--- src/rtl/emmc_resp_rx.sv ---
// ============================================================================
//  Module   : emmc_resp_rx (with jedec_p response types)
//  Brief    : eMMC CMD-line response receiver for R1/R1b/R3 (48-bit) and
//             R2 (136-bit) frames: start-bit detection, Ncr timeout,
//             deserialisation, framing and CRC7 checks.
//             Optional macro EMMC_RESP_CRC_EN builds the CRC7 checker.
//  Revision : 1.0 - initial release
// ============================================================================
`timescale 1ns/1ps
`default_nettype none

package jedec_p;
    localparam int FULL_RESPONSE_WIDTH = 128;

    typedef struct packed {
        logic       address_out_of_range;
        logic       address_misalign;
        logic       block_len_error;
        logic       erase_seq_error;
        logic       erase_param;
        logic       wp_violation;
        logic       card_is_locked;
        logic       lock_unlock_failed;
        logic       com_crc_error;
        logic       illegal_command;
        logic       card_ecc_failed;
        logic       cc_error;
        logic       error;
        logic [1:0] rsvd_18_17;
        logic       cid_csd_overwrite;
        logic       wp_erase_skip;
        logic       rsvd_14;
        logic       erase_reset;
        logic [3:0] current_state;
        logic       ready_for_data;
        logic       switch_error;
        logic       exception_event;
        logic       app_cmd;
        logic [4:0] rsvd_4_0;
    } card_status_t;

    typedef struct packed {
        logic       busy;
        logic [1:0] access_mode;
        logic [4:0] rsvd_28_24;
        logic [8:0] vdd_27_36;
        logic [6:0] rsvd_14_8;
        logic       vdd_170_195;
        logic [6:0] rsvd_6_0;
    } ocr_t;

    typedef struct packed {
        logic [7:0]  mid;
        logic [5:0]  rsvd_119_114;
        logic [1:0]  cbx;
        logic [7:0]  oid;
        logic [47:0] pnm;
        logic [7:0]  prv;
        logic [31:0] psn;
        logic [7:0]  mdt;
        logic [6:0]  crc;
        logic        rsvd_0;
    } cid_t;

    typedef struct packed {
        logic [1:0]   csd_structure;
        logic [3:0]   spec_vers;
        logic [113:0] body;
        logic [6:0]   crc;
        logic         rsvd_0;
    } csd_t;
endpackage

module emmc_resp_rx #(
    parameter int unsigned TIMEOUT_CYCLES = 64
) (
    input  logic                                    clk,
    input  logic                                    rst,
    input  logic                                    bit_en_i,
    input  logic                                    cmd_i,
    input  logic                                    start_i,
    input  logic                                    long_i,
    input  logic                                    crc_chk_i,
    output logic                                    busy_o,
    output logic                                    done_o,
    output logic                                    timeout_o,
    output logic                                    crc_err_o,
    output logic                                    frame_err_o,
    output logic [5:0]                              index_o,
    output logic [jedec_p::FULL_RESPONSE_WIDTH-1:0] resp_o,
    output jedec_p::card_status_t                   status_o
);
    localparam int unsigned TW          = $clog2(TIMEOUT_CYCLES + 1);
    localparam logic [7:0]  C_LONG_CNT  = 8'd134;
    localparam logic [7:0]  C_SHORT_CNT = 8'd46;

    typedef enum logic [1:0] {
        IDLE       = 2'd0,
        WAIT_START = 2'd1,
        RECV       = 2'd2,
        CHECK      = 2'd3
    } state_t;

    state_t         state_q, state_d;
    logic           long_q, long_d;
    logic [TW-1:0]  tcnt_q, tcnt_d;
    logic [7:0]     bcnt_q, bcnt_d;
    logic [133:0]   shift_q, shift_d;
    logic           timeout_q, timeout_d;
    logic           crc_err_q, crc_err_d;
    logic           frame_err_q, frame_err_d;
    logic [5:0]     index_q, index_d;
    logic [127:0]   resp_q, resp_d;

    logic [134:0]   w_frame;
    logic [TW-1:0]  w_tcnt_inc;
    logic           w_crc_bad;

    // Everything after the start bit, with the bit currently on the line as LSB.
    assign w_frame    = {shift_q, cmd_i};
    assign w_tcnt_inc = tcnt_q + TW'(1);

`ifdef EMMC_RESP_CRC_EN
    logic           crc_chk_q, crc_chk_d;
    logic [6:0]     crc_q, crc_d;

    always_comb begin
        crc_chk_d = crc_chk_q;
        crc_d     = crc_q;
        if (state_q == IDLE && start_i) begin
            crc_chk_d = crc_chk_i;
        end
        // A zero start bit into a zero register leaves it zero, so clearing seeds it.
        if (state_q == WAIT_START && bit_en_i && !cmd_i) begin
            crc_d = 7'd0;
        end else if (state_q == RECV && bit_en_i && bcnt_q >= 8'd8 && bcnt_q <= 8'd127) begin
            crc_d = {crc_q[5:0], 1'b0} ^ ({7{crc_q[6] ^ cmd_i}} & 7'h09);
        end
    end

    always_ff @(posedge clk) begin
        if (rst) begin
            crc_chk_q <= 1'b0;
            crc_q     <= 7'd0;
        end else begin
            crc_chk_q <= crc_chk_d;
            crc_q     <= crc_d;
        end
    end

    assign w_crc_bad = crc_chk_q && (crc_q != w_frame[7:1]);
`else
    logic w_unused_crc_chk;
    assign w_unused_crc_chk = crc_chk_i;
    assign w_crc_bad        = 1'b0;
`endif

    always_comb begin
        state_d     = state_q;
        long_d      = long_q;
        tcnt_d      = tcnt_q;
        bcnt_d      = bcnt_q;
        shift_d     = shift_q;
        timeout_d   = timeout_q;
        crc_err_d   = crc_err_q;
        frame_err_d = frame_err_q;
        index_d     = index_q;
        resp_d      = resp_q;
        case (state_q)
            IDLE: begin
                if (start_i) begin
                    long_d      = long_i;
                    timeout_d   = 1'b0;
                    crc_err_d   = 1'b0;
                    frame_err_d = 1'b0;
                    index_d     = 6'd0;
                    resp_d      = '0;
                    tcnt_d      = '0;
                    state_d     = WAIT_START;
                end
            end
            WAIT_START: begin
                if (bit_en_i) begin
                    if (!cmd_i) begin
                        bcnt_d  = long_q ? C_LONG_CNT : C_SHORT_CNT;
                        shift_d = '0;
                        state_d = RECV;
                    end else begin
                        tcnt_d = w_tcnt_inc;
                        if (w_tcnt_inc == TW'(TIMEOUT_CYCLES)) begin
                            timeout_d = 1'b1;
                            state_d   = CHECK;
                        end
                    end
                end
            end
            RECV: begin
                if (bit_en_i) begin
                    shift_d = {shift_q[132:0], cmd_i};
                    bcnt_d  = bcnt_q - 8'd1;
                    if (bcnt_q == 8'd0) begin
                        state_d   = CHECK;
                        crc_err_d = w_crc_bad;
                        if (long_q) begin
                            frame_err_d = w_frame[134] || (w_frame[133:128] != 6'h3F) || !w_frame[0];
                            index_d     = 6'h3F;
                            resp_d      = {w_frame[127:1], 1'b0};
                        end else begin
                            frame_err_d = w_frame[46] || !w_frame[0];
                            index_d     = w_frame[45:40];
                            resp_d      = {96'd0, w_frame[39:8]};
                        end
                    end
                end
            end
            CHECK: begin
                state_d = IDLE;
            end
            default: begin
                state_d = IDLE;
            end
        endcase
    end

    always_ff @(posedge clk) begin
        if (rst) begin
            state_q     <= IDLE;
            long_q      <= 1'b0;
            tcnt_q      <= '0;
            bcnt_q      <= 8'd0;
            shift_q     <= '0;
            timeout_q   <= 1'b0;
            crc_err_q   <= 1'b0;
            frame_err_q <= 1'b0;
            index_q     <= 6'd0;
            resp_q      <= '0;
        end else begin
            state_q     <= state_d;
            long_q      <= long_d;
            tcnt_q      <= tcnt_d;
            bcnt_q      <= bcnt_d;
            shift_q     <= shift_d;
            timeout_q   <= timeout_d;
            crc_err_q   <= crc_err_d;
            frame_err_q <= frame_err_d;
            index_q     <= index_d;
            resp_q      <= resp_d;
        end
    end

    assign busy_o      = (state_q != IDLE);
    assign done_o      = (state_q == CHECK);
    assign timeout_o   = timeout_q;
    assign crc_err_o   = crc_err_q;
    assign frame_err_o = frame_err_q;
    assign index_o     = index_q;
    assign resp_o      = resp_q;
    assign status_o    = jedec_p::card_status_t'(resp_q[31:0]);

endmodule

`default_nettype wire

--- config.mk ---
export PLATFORM = sky130hd
export DESIGN_NAME = emmc_resp_rx
export DESIGN_NICKNAME = d
export VERILOG_FILES = /design/src/rtl/emmc_resp_rx.sv
export SDC_FILE = /design/constraint.sdc
export NUM_CORES = 1
export LEC_CHECK = 0
export BUFFER_PORTS_ARGS = -buffer_cell sky130_fd_sc_hd__buf_2
export CORE_MARGIN = 2
export CORE_UTILIZATION = 55
export CTS_CLUSTER_DIAMETER = 200
export CTS_CLUSTER_SIZE = 24
export DETAILED_ROUTE_END_ITERATION = 10
export PLACE_DENSITY_LB_ADDON = 0.08
export SLEW_MARGIN = 20
export SYNTH_ARGS = -nofsm -noshare
export SYNTH_HDL_FRONTEND = slang
export SYNTH_SLANG_ARGS = --single-unit
--- constraint.sdc ---
create_clock -name clk -period 4.38 [get_ports clk]
set_clock_uncertainty 0.05 [all_clocks]
set_input_delay 0.219 -clock clk [delete_from_list [all_inputs] [get_ports clk]]
set_output_delay 0.219 -clock clk [all_outputs]
set_load 0.01 [all_outputs]
# Word-level counts from Yosys, hierarchy flattened
# Cells that the tools add are included.
[word_totals]
ff_bits = 289
latch_bits = 0
n_memories = 0
output_inout_bits = 171
in_bits = 7
mem_bits_rw = 0
mem_bits_ro = 0
[op_classes]
multipliers = 0
bitwise_logic = 0
reduce_logical = 16
eq_ne = 13
addsub = 2
order_cmp = 0
n_div = 0
n_mux = 42
n_shift = 0
[op_table]
columns = ["op", "count"]
rows = [
  ["$mux 128", 4],
  ["$mux 134", 3],
  ["$pmux 134 s2", 1],
  ["$pmux 128 s2", 1],
  ["$mux 8", 4],
  ["$mux 6", 4],
  ["$mux 7", 3],
  ["$pmux 8 s2", 1],
  ["$ne 2x2->1 const B", 7],
  ["$pmux 7 s2", 1],
  ["$mux 2", 6],
  ["$pmux 6 s2", 1],
  ["$reduce_and 4->1", 3],
  ["$reduce_and 5->1", 2],
  ["$mux 1", 9],
  ["$logic_not 8->1", 1],
  ["$pmux 2 s4", 1],
  ["$reduce_bool 2->1", 4],
  ["$sub 8x1->8 const B", 1],
  ["$add 7x1->7 const B", 1],
  ["$eq 7x7->1 const B", 1],
  ["$ne 6x6->1 const B", 1],
  ["$pmux 1 s2", 3],
  ["$eq 2x2->1 const B", 2],
  ["6 further kinds", 8],
]

# Longest topological paths before layout
# Gate-level depths: netlist of the first run.
[depth]
word_depth = 7
depth_mapped = 10
depth_no_buf = 6

# Worst setup path before layout of the first run
# Ideal clock, no wire load.
[synth_timing]
kind = "reg2reg"
from = "register state_q[1]"
to = "register shift_q[29]"
t_required_ns = 4.260
path_buffers = 3
path_slack_ns = 2.517
path_stages_with_launch = 10
period_less_slack_ns = 1.863
arrival_ns = 1.743
cell_sequence = "dfxtp_1 inv_1 ha_1 clkbuf_2 nor2b_1 o21ai_1 buf_2 buf_1 nand2_1 a21oi_1"
[synth_via]
elab_chain_len = 3
[synth_rtl]
columns = ["item", "line", "rtl"]
rows = [
  ["start: declaration", "104", "state_t state_q, state_d;"],
  ["start signal: assignment", "238", "state_q <= state_d;"],
  ["$eq 2x1->1 / $eq 2x2->1 (equally long branches)", "169", "case (state_q)"],
  ["$ne 2x2->1 (no line) / $reduce_bool 2->1 (equally long branches)", "n/a", ""],
  ["$reduce_and 4->1 (no line)", "n/a", ""],
  ["end signal: assignment", "242", "shift_q <= shift_d;"],
  ["end: declaration", "108", "logic [133:0] shift_q, shift_d;"],
]
# Parallel ways exist; a longest one is shown, timed or not.
# A chain may end at the register's enable or synchronous reset.

# Worst setup path in the final report of the first run
[layout_timing]
from = "register state_q[0]"
to = "register shift_q[95]"
# The elaborated chain is that of the path after synthesis.

==> reports/qor.csv, run 1 <==
metric,value,unit
status,"finished, final reports clean",
Starting Density,0.5545,
Num CTS Buffers,15,
unrepaired setup endpoints after global routing,false,
CP Capture Type,register,
Worst Hold Path Cells,2,
Layout Cells excl Fill,1666,
Mean Syn Cell Area,8.727,µm²
most frequent cells in the layout,"nand2_1, dfxtp_1, buf_2, a21oi_1, mux2i_1",
period utilization,0.7202,
Setup CP Type,reg2reg,
PD cells,445.9,mW/mm²
worst r2r path cells,7,
routed via count,8996,
post-route core utilization,0.6052,
hpwl dp,14.81,mm
LEAKAGE,4.776,nW
Routability Congestion,0.7918,
"Clk Latency, worst-skew pair",0.49,ns
post-route ant nets,0,
maximum VDD drop,310.7,µV
antenna violations before repair,0,
gr ovfl total,0,
num ports,178,
mean routed wirelength per cell,14.92,µm
cell taking the most area after synthesis,dfxtp_1,
largest net degree at the start of global routing,138,
vias in the first global route,8190,
ys flop type,dfxtp_1,
unique cell type count in the Yosys netlist,52,
CTS tree,built,
Post-synth ARST share,0,
Yosys top cell area share,0.4993,
H-tree depth,1,
Initial DRT Pass Iterations,5,
post-synthesis sequential area ratio,0.4993,
final setup fails,0,
Die H,148.9,µm
synth warn,0,
Cells after DPL,1647,
clk root buf,clkbuf_16,
end of the worst hold path,shift_q[84]$_SDFFE_PP0P_,
DRC viols,0,
CTS Sinks,288,
required time worst endpoint,4.73,ns
"EDFF count, synth",0,
Syn-to-layout area delta,9.135,%
Max transition margin,0.3734,
drt via density,5.400,
first-pass GRT wire length,41.21,mm
Final Max Tran Viols,0,
worst r2r src,state_q[0]$_SDFFE_PP0P_,
Post-Syn Area,0.01155,mm²
Clock Tree Buf Depth,3,
fmax,0.3170,GHz
Ant. Diodes,0,
CP Data Arrival Time,3.51,ns
flop2flop setup slack,1.23,ns
Row Count,53,
ratio of cells with drive above 1 in the final layout,0.1574,
"commonest non-fill, non-tap cell in the layout",nand2_1,
DRT Wirelength,24.86,mm
die width,148.9,µm
Initial DRC Count,526,
hold path startpoint,rst,
total of max-cap violations,0,
Slew @ Worst Pin,0.9398,ns
Worst Path Max Fanout,62,
fill count,1970,
synth top area cells,"dfxtp_1, nand2_1, mux2i_1, a21oi_1, nand3_1",
reg-to-reg endpoint,shift_q[95]$_SDFFE_PP0P_,
minimum clock period,3.154,ns
"Net count, final",1406,
Synth Instances,1323,
clock slew at reported path FFs,0.10,ns
final hold vios,0,
CP Launch Type,register,
worst hold slack,0.08307,ns
Tot GR Track Use,0.2189,
#FFs+latches synth,288,
HP Class,in2reg,
Buffers on Ports,175,
core area,0.02082,mm²
die area,0.02217,mm²
post-synthesis net count,1337,
Fin Setup TNS,0,ns
## cells in the mapped netlist, types with 2 or more instances
cell type	instances
buf_2	16
nand4_1	3
buf_6	7
and2_1	2
nand2_1	369
nor2b_1	7
nor2_1	16
o21a_1	2
nand2b_1	5
a21o_1	2
o21ai_1	3
o2bb2ai_1	38
a21oi_1	149
dfxtp_1	288
ha_1	7
mux2i_1	129
buf_4	46
o31ai_1	3
nand4b_1	2
o21ai_0	6
nand3_1	102
nor3_1	7
inv_1	6
o22ai_1	2
a211oi_1	2
nand3b_1	3
and3_1	2
o2111ai_1	2
clkbuf_1	63
xor2_1	2
buf_1	9
o211ai_1	2
a41oi_1	2
## worst max path at each step
stage / cells after the start / start / end
after global placement: 7 / state_q[0]$_SDFFE_PP0P_ / shift_q[103]$_SDFFE_PP0P_
after floorplan: 9 / state_q[1]$_SDFFE_PP0P_ / shift_q[29]$_SDFFE_PP0P_
after global routing: 7 / state_q[0]$_SDFFE_PP0P_ / shift_q[113]$_SDFFE_PP0P_
final: 7 / state_q[0]$_SDFFE_PP0P_ / shift_q[95]$_SDFFE_PP0P_
after detailed placement: 7 / state_q[0]$_SDFFE_PP0P_ / shift_q[88]$_SDFFE_PP0P_
after CTS: 7 / state_q[0]$_SDFFE_PP0P_ / shift_q[88]$_SDFFE_PP0P_
## registers in the layout, summed over array words and instances, names as in the netlist
signal       count
state_q          2
shift_q        134
frame_err_o      1
long_q           1
resp_o         128
bcnt_q           8
timeout_o        1
tcnt_q           7
index_o          6
## power by group
| group | internal [mW] | total [mW] | switching, mW | leakage [nW] |
|---|---|---|---|---|
| sequential | 2.65 | 2.68 | 0.0391 | 2.32 |
| clock | 0.623 | 1.43 | 0.807 | 0.189 |
| combinational | 0.513 | 1.50 | 0.991 | 2.27 |
## cells by family (layout without fill, tap and decap cells)
| group | Yosys count | in the layout | share of synthesized area |
|---|---|---|---|
| buffers and inverters | 148 | 216 | 0.06946 |
| flip-flops | 288 | 288 | 0.4993 |
| XOR/XNOR | 3 | 3 | 0.002276 |
| AO/OA/AOI/OAI | 221 | 221 | 0.1156 |
| AND/OR/NAND/NOR | 526 | 526 | 0.1935 |
| other | 1 | 1 | 0.0003248 |
| adder cells (fa/ha/maj) | 7 | 7 | 0.007585 |
| multiplexers | 129 | 129 | 0.1118 |
## per-stage QoR
stage / area, µm² / setup slack [ns] / total power [mW]
2_1_floorplan: 11550 / 2.517 / 4.041
3_3_place_gp: 12190 / 1.317 / 4.254
3_5_place_dp: 12190 / 1.301 / 4.253
4_1_cts: 12600 / 1.237 / 5.686
5_1_grt: 12600 / 0.9479 / 5.886
6_report: 12600 / 1.226 / 5.618
## layout make-up
cell class / count / area, µm² / area share
Sequential cell: 288 / 5767 / 0.4577
Clock buffer: 15 / 375.4 / 0.02979
Clock inverter: 1 / 8.758 / 0.0006951
Timing Repair Buffer: 194 / 1066 / 0.08460
Inverter: 6 / 23.77 / 0.001887
Tap cell: 275 / 344.1 / 0.02731
Multi-Input combinational cell: 887 / 5016 / 0.3981
## layer usage
metal | GRT usage | routed length (µm) | vias to the layer above
li1 | - | - | 4543
met1 | 0.3219 | 12240 | 4244
met2 | 0.3401 | 11030 | 179
met3 | 0.03394 | 1170 | 30
met4 | 0.04952 | 410 | 0
met5 | 0 | 0 | -
## timing repair
action                    4_1_cts  5_1_grt
hold endpoints to repair        1        0
resized for setup               0        0
hold buffers                    3        0
buffers inserted                0        0
## critical path, cell delays in order (launching register included)
cell and delay, ns:
dfxtp_1 0.35, inv_1 0.17, ha_4 0.61, nor2b_1 0.46, o21a_4 0.44, buf_4 0.61
nand3_1 0.16, a21oi_1 0.16
No activity file was read; power rests on OpenSTA's default activity.
==> inputs of run 2 (changes only) <==
--- a/config.mk
+++ b/config.mk
@@ -7,7 +7,7 @@
 export LEC_CHECK = 0
 export BUFFER_PORTS_ARGS = -buffer_cell sky130_fd_sc_hd__buf_2
 export CORE_MARGIN = 2
-export CORE_UTILIZATION = 55
+export CORE_UTILIZATION = 51
 export CTS_CLUSTER_DIAMETER = 200
 export CTS_CLUSTER_SIZE = 24
 export DETAILED_ROUTE_END_ITERATION = 10
==> constraint.sdc (replaced) <==
create_clock -name clk -period 2.7 [get_ports clk]
set_clock_uncertainty 0.05 [all_clocks]
set_input_delay 0.135 -clock clk [delete_from_list [all_inputs] [get_ports clk]]
set_output_delay 0.135 -clock clk [all_outputs]
set_load 0.01 [all_outputs]
==> run 2 against run 1 <==
  * Core utilization decreased by 3.7 points
  * Largest cell class unchanged
  * Power increased by 64%
  * Clock power up 64%
  * Non-clock buffer count is 6 higher
  * Flip-flop and latch count did not move
==> reports/qor.csv, run 2 (same netlist as run 1, synthesis figures left out) <==
metric,value,unit
status,"finished, final reports clean",
"commonest non-fill, non-tap cell in the layout",nand2_1,
PD cells,724.7,mW/mm²
postcts setup bufs,0,
num ports,178,
Num CTS Buffers,15,
final hold vios,0,
Slew @ Worst Pin,0.6912,ns
Ant. Diodes,0,
mean routed wirelength per cell,15.22,µm
CP Capture Type,register,
most frequent cells in the layout,"nand2_1, dfxtp_1, buf_2, a21oi_1, mux2i_1",
drt via density,5.398,
fmax,0.4343,GHz
Worst Hold Path Cells,3,
H-tree depth,1,
Initial DRT Pass Iterations,5,
maximum VDD drop,866.1,µV
DRT Wirelength,25.59,mm
post-route ant nets,0,
sequential power share,0.473,
largest net degree at the start of global routing,116,
CP Launch Type,register,
HP Class,in2reg,
clock slew at reported path FFs,0.09,ns
routed via count,9079,
Max transition margin,0.5387,
Clock Power Share,0.253,
hold path startpoint,cmd_i,
Syn-to-layout area delta,10.39,%
Psw,3.029,mW
"Clk Latency, worst-skew pair",0.50,ns
hpwl dp,15.36,mm
DRC viols,0,
die width,154.5,µm
Combinational Power Share,0.274,
CP Data Arrival Time,2.67,ns
final setup margin,0.3972,ns
"Net count, final",1412,
Buffers on Ports,175,
Routability Congestion,0.7733,
worst r2r src,state_q[1]$_SDFFE_PP0P_,
worst r2r path cells,7,
vias in the first global route,8329,
CTS Sinks,288,
minimum clock period,2.303,ns
Die H,154.5,µm
Row Count,55,
ratio of cells with drive above 1 in the final layout,0.1611,
Clock Tree Buf Depth,3,
total of max-cap violations,0,
core area,0.02243,mm²
Fin Setup TNS,0,ns
Tot GR Track Use,0.2110,
slowest CP cell,nor2b_1,
Pint,6.207,mW
Final Max Tran Viols,0,
Place WS,0.4826,ns
LEAKAGE,4.837,nW
CTS tree,built,
first-pass GRT wire length,42.57,mm
Worst Path Max Fanout,75,
reg-to-reg endpoint,shift_q[68]$_SDFFE_PP0P_,
period utilization,0.8529,
final setup fails,0,
Setup crit start,state_q[1]$_SDFFE_PP0P_,
die area,0.02386,mm²
end of the worst hold path,frame_err_o$_SDFFE_PP0P_,
Setup CP Type,reg2reg,
Starting Density,0.5147,
Largest Register,shift_q,
flop2flop setup slack,0.40,ns
Initial DRC Count,536,
unrepaired setup endpoints after global routing,false,
antenna violations before repair,0,
max reg flops,134,
clk root buf,clkbuf_16,
switch share,0.3280,
required time worst endpoint,3.06,ns
critical-path cell list,inv_1 -> ha_1 -> nor2b_1 -> o21a_4 -> buf_12 -> nand3_1 -> a21oi_1,
gr ovfl total,0,
max incr delay on CP,0.46,ns
-- run 2: changes by cell type in the layout (fill, tap and decap cells not counted) --
| cell | change |
|---|---|
| buf_12 | +7 |
| buf_4 | -1 |
-- run 2: per-layer routing --
| metal | vias to the layer above | part of all wire | global-route usage |
|---|---|---|---|
| li1 | 4567 | - | - |
| met1 | 4316 | 0.50 | 0.3054 |
| met2 | 178 | 0.44 | 0.3397 |
| met3 | 18 | 0.043 | 0.02886 |
| met4 | 0 | 0.010 | 0.04189 |
| met5 | - | 0 | 0 |
-- run 2: critical path: cells and delay by family, from the launching register on --
family	cells	cell delay, ns
buffers and inverters	2	0.39
adder cells (fa/ha/maj)	1	0.32
AO/OA/AOI/OAI	2	0.43
AND/OR/NAND/NOR	2	0.58
flip-flops	1	0.38
-- run 2: what timing repair did --
action | 4_1_cts | 5_1_grt
hold buffers | 3 | 0
endpoints found under the hold margin | 1 | 0
gates resized for setup | 0 | 0
-- run 2: worst max-delay path by stage --
stage                               end
2_1_floorplan  shift_q[29]$_SDFFE_PP0P_
3_3_place_gp     bcnt_q[5]$_SDFFE_PP0P_
3_5_place_dp     bcnt_q[5]$_SDFFE_PP0P_
4_1_cts        shift_q[45]$_SDFFE_PP0P_
5_1_grt        shift_q[68]$_SDFFE_PP0P_
6_report       shift_q[68]$_SDFFE_PP0P_
-- run 2: area by class of cell --
type,count,area [µm²]
clock buffer,15,375.4
clock inverter,1,8.758
fill,2157,9688
inverter,6,23.77
multi-input combinational,887,5016
sequential,288,5767
tap,285,356.6
timing repair buffer,200,1199
-- run 2: power groups by stage --
stage	Sequential (mW)	Combinational [mW]	Clock, mW
2_1_floorplan	4.43	2.12	0
3_3_place_gp	4.46	2.53	0
3_5_place_dp	4.47	2.54	0
4_1_cts	4.37	2.55	2.44
5_1_grt	4.38	2.73	2.58
6_report	4.37	2.53	2.34
-- run 2: through the flow --
stage               instance area, µm²  power [mW]  std cells    util  hold slack, ns
finish                           12750       9.237       1682  0.5682         0.02153
global route                     12750       9.688       1682  0.5682        0.006675
CTS                              12750       9.357       1682  0.5682       0.0001146
detailed placement               12330       7.001       1663  0.5497          0.3403
global placement                 12330       6.998       1663  0.5497          0.3361
floorplan                        11550       6.555       1323       -          0.2325
==> inputs of run 3 (changes only) <==
--- a/config.mk
+++ b/config.mk
@@ -12,7 +12,6 @@
 export CTS_CLUSTER_SIZE = 24
 export DETAILED_ROUTE_END_ITERATION = 10
 export PLACE_DENSITY_LB_ADDON = 0.08
-export SLEW_MARGIN = 20
 export SYNTH_ARGS = -nofsm -noshare
 export SYNTH_HDL_FRONTEND = slang
 export SYNTH_SLANG_ARGS = --single-unit
==> constraint.sdc (replaced) <==
create_clock -name clk -period 1.9 [get_ports clk]
set_clock_uncertainty 0.05 [all_clocks]
set_input_delay 0.095 -clock clk [delete_from_list [all_inputs] [get_ports clk]]
set_output_delay 0.095 -clock clk [all_outputs]
set_load 0.05 [all_outputs]
==> run 3 against run 2 <==
  * Design area up 5.4%
  * Clock power increased by 40%
  * Power rose by 52%
  * Flip-flop and latch count did not move
  * Setup slack lost 0.38 ns
  * Global-route usage shrank 0.11 points
  * Sequential power rose by 41%
  * Largest power group unchanged
==> reports/qor.csv, run 3 (same netlist as run 1, synthesis figures left out) <==
metric,value,unit
status,"finished, final reports clean",
flop2flop setup slack,0.02,ns
Buffers on Ports,175,
max incr delay on CP,0.34,ns
CP Data Arrival Time,2.26,ns
post-route core utilization,0.5990,
core area,0.02243,mm²
"Net count, final",1452,
num ports,178,
CP Capture Type,register,
worst r2r path cells,10,
Finished Cell Area,0.01344,mm²
routed via count,9337,
Largest Register,shift_q,
reg-to-reg endpoint,shift_q[13]$_SDFFE_PP0P_,
Initial DRC Count,587,
antenna violations before repair,0,
H-tree depth,1,
critical-path cell list,buf_6 -> ha_4 -> nor2b_2 -> buf_4 -> o21ai_4 -> buf_8 -> o21ai_4 -> buf_12 -> clkbuf_16 -> a21oi_1,
total of max-cap violations,0,
Die H,154.5,µm
Slew @ Worst Pin,0.5612,ns
gr ovfl total,0,
"CP delay by family, top",buffers and inverters,
vias in the first global route,8331,
hold path startpoint,bit_en_i,
largest net degree at the start of global routing,116,
DRC viols,0,
CTS tree,built,
max reg flops,134,
final hold vios,0,
Routability Congestion,0.7928,
Max transition margin,0.6259,
end of the worst hold path,shift_q[0]$_SDFFE_PP0P_,
most frequent cells in the layout,"nand2_1, dfxtp_1, buf_2, a21oi_1, mux2i_1",
clk root buf,clkbuf_16,
Final Max Tran Viols,0,
die width,154.5,µm
CP Buf/Inv Count,5,
"commonest non-fill, non-tap cell in the layout",nand2_1,
CP Depth,10,
Starting Density,0.5147,
post-route ant nets,0,
clock slew at reported path FFs,0.10,ns
required time worst endpoint,2.28,ns
drt via density,5.425,
Place WS,-0.005852,ns
first-pass GRT wire length,42.33,mm
Worst Path Max Fanout,8,
PD cells,1044,mW/mm²
Setup CP Type,reg2reg,
Pwr Total,14.03,mW
final setup fails,0,
ratio of cells with drive above 1 in the final layout,0.2068,
"Clk Latency, worst-skew pair",0.49,ns
hpwl dp,16.13,mm
HP Class,in2reg,
fmax,0.5309,GHz
maximum VDD drop,642.2,µV
minimum clock period,1.883,ns
die area,0.02386,mm²
CP Launch Type,register,
Clock Tree Buf Depth,3,
period utilization,0.9913,
Initial DRT Pass Iterations,4,
"Cell Area, Placed",0.01261,mm²
worst r2r src,state_q[1]$_SDFFE_PP0P_,
Syn-to-layout area delta,16.39,%
CTS Sinks,288,
Ant. Diodes,0,
DRT Wirelength,26.66,mm
final setup margin,0.01658,ns
Worst Hold Path Cells,5,
mean routed wirelength per cell,15.49,µm
LEAKAGE,5.138,nW
unrepaired setup endpoints after global routing,true,
slowest CP cell,dfxtp_2,
Crit path top cell by count,o21ai_4,
Row Count,55,
Num CTS Buffers,15,
Tot GR Track Use,0.2099,
[run 3: cell types whose count changed in the layout (fill, tap and decap cells not counted), moves of 4 or more]
cell	change
buf_12	+8
a21oi_1	-21
a21oi_2	+20
buf_4	+18
nor2b_1	-4
buf_6	+4
[run 3: per-layer routing]
layer | track usage | part of all wire | vias up
li1 | - | - | 4648
met2 | 0.3312 | 0.45 | 192
met3 | 0.02886 | 0.045 | 24
met4 | 0.04189 | 0.012 | 0
met5 | 0 | 0 | -
met1 | 0.3092 | 0.49 | 4473
[run 3: worst max path at each step]
| stage | slack [ns] | endpoint | from |
|---|---|---|---|
| after detailed placement | -0.006 | shift_q[45]$_SDFFE_PP0P_ | state_q[1]$_SDFFE_PP0P_ |
| after CTS | -0.02 | shift_q[16]$_SDFFE_PP0P_ | state_q[1]$_SDFFE_PP0P_ |
| final | 0.02 | shift_q[13]$_SDFFE_PP0P_ | state_q[1]$_SDFFE_PP0P_ |
| after global routing | -0.06 | shift_q[23]$_SDFFE_PP0P_ | state_q[1]$_SDFFE_PP0P_ |
| after global placement | 0.02 | shift_q[3]$_SDFFE_PP0P_ | state_q[0]$_SDFFE_PP0P_ |
| after floorplan | 0.04 | shift_q[29]$_SDFFE_PP0P_ | state_q[1]$_SDFFE_PP0P_ |
[run 3: cell type report]
| type | instances | area (µm²) |
|---|---|---|
| clock buffer | 15 | 375.4 |
| sequential | 288 | 5769 |
| tap | 285 | 356.6 |
| timing repair buffer | 240 | 1752 |
| fill | 2045 | 8996 |
| inverter | 6 | 23.77 |
| multi-input combinational | 887 | 5161 |
[run 3: what timing repair did]
action	CTS	global route
buffers inserted	3	6
pin swaps	2	5
gates resized for setup	2	51
gates cloned	1	4
endpoints found under the setup margin	68	178
hold buffers	4	0
endpoints found under the hold margin	2	0
[run 3: report_power, final]
group | total [mW] | switching, mW | internal, mW
Combinational | 4.57 | 2.63 | 1.93
Sequential | 6.18 | 0.0738 | 6.10
Clock | 3.28 | 1.86 | 1.42
[run 3: worst min-delay path: cells and delay by family]
| family | cells | cell delay, ns |
|---|---|---|
| buffers and inverters | 2 | 0.30 |
| AND/OR/NAND/NOR | 2 | 0.15 |
| AO/OA/AOI/OAI | 1 | 0.06 |
[run 3: metrics by stage]
step,hold slack (ns),TNS (ns),instances
after floorplan,0.1925,0,1323
after global placement,0.2941,0,1689
after detailed placement,0.3164,-0.01053,1689
after CTS,0.09652,-0.3122,1712
after global routing,0.1111,-0.9274,1721
final,0.1118,0,1721
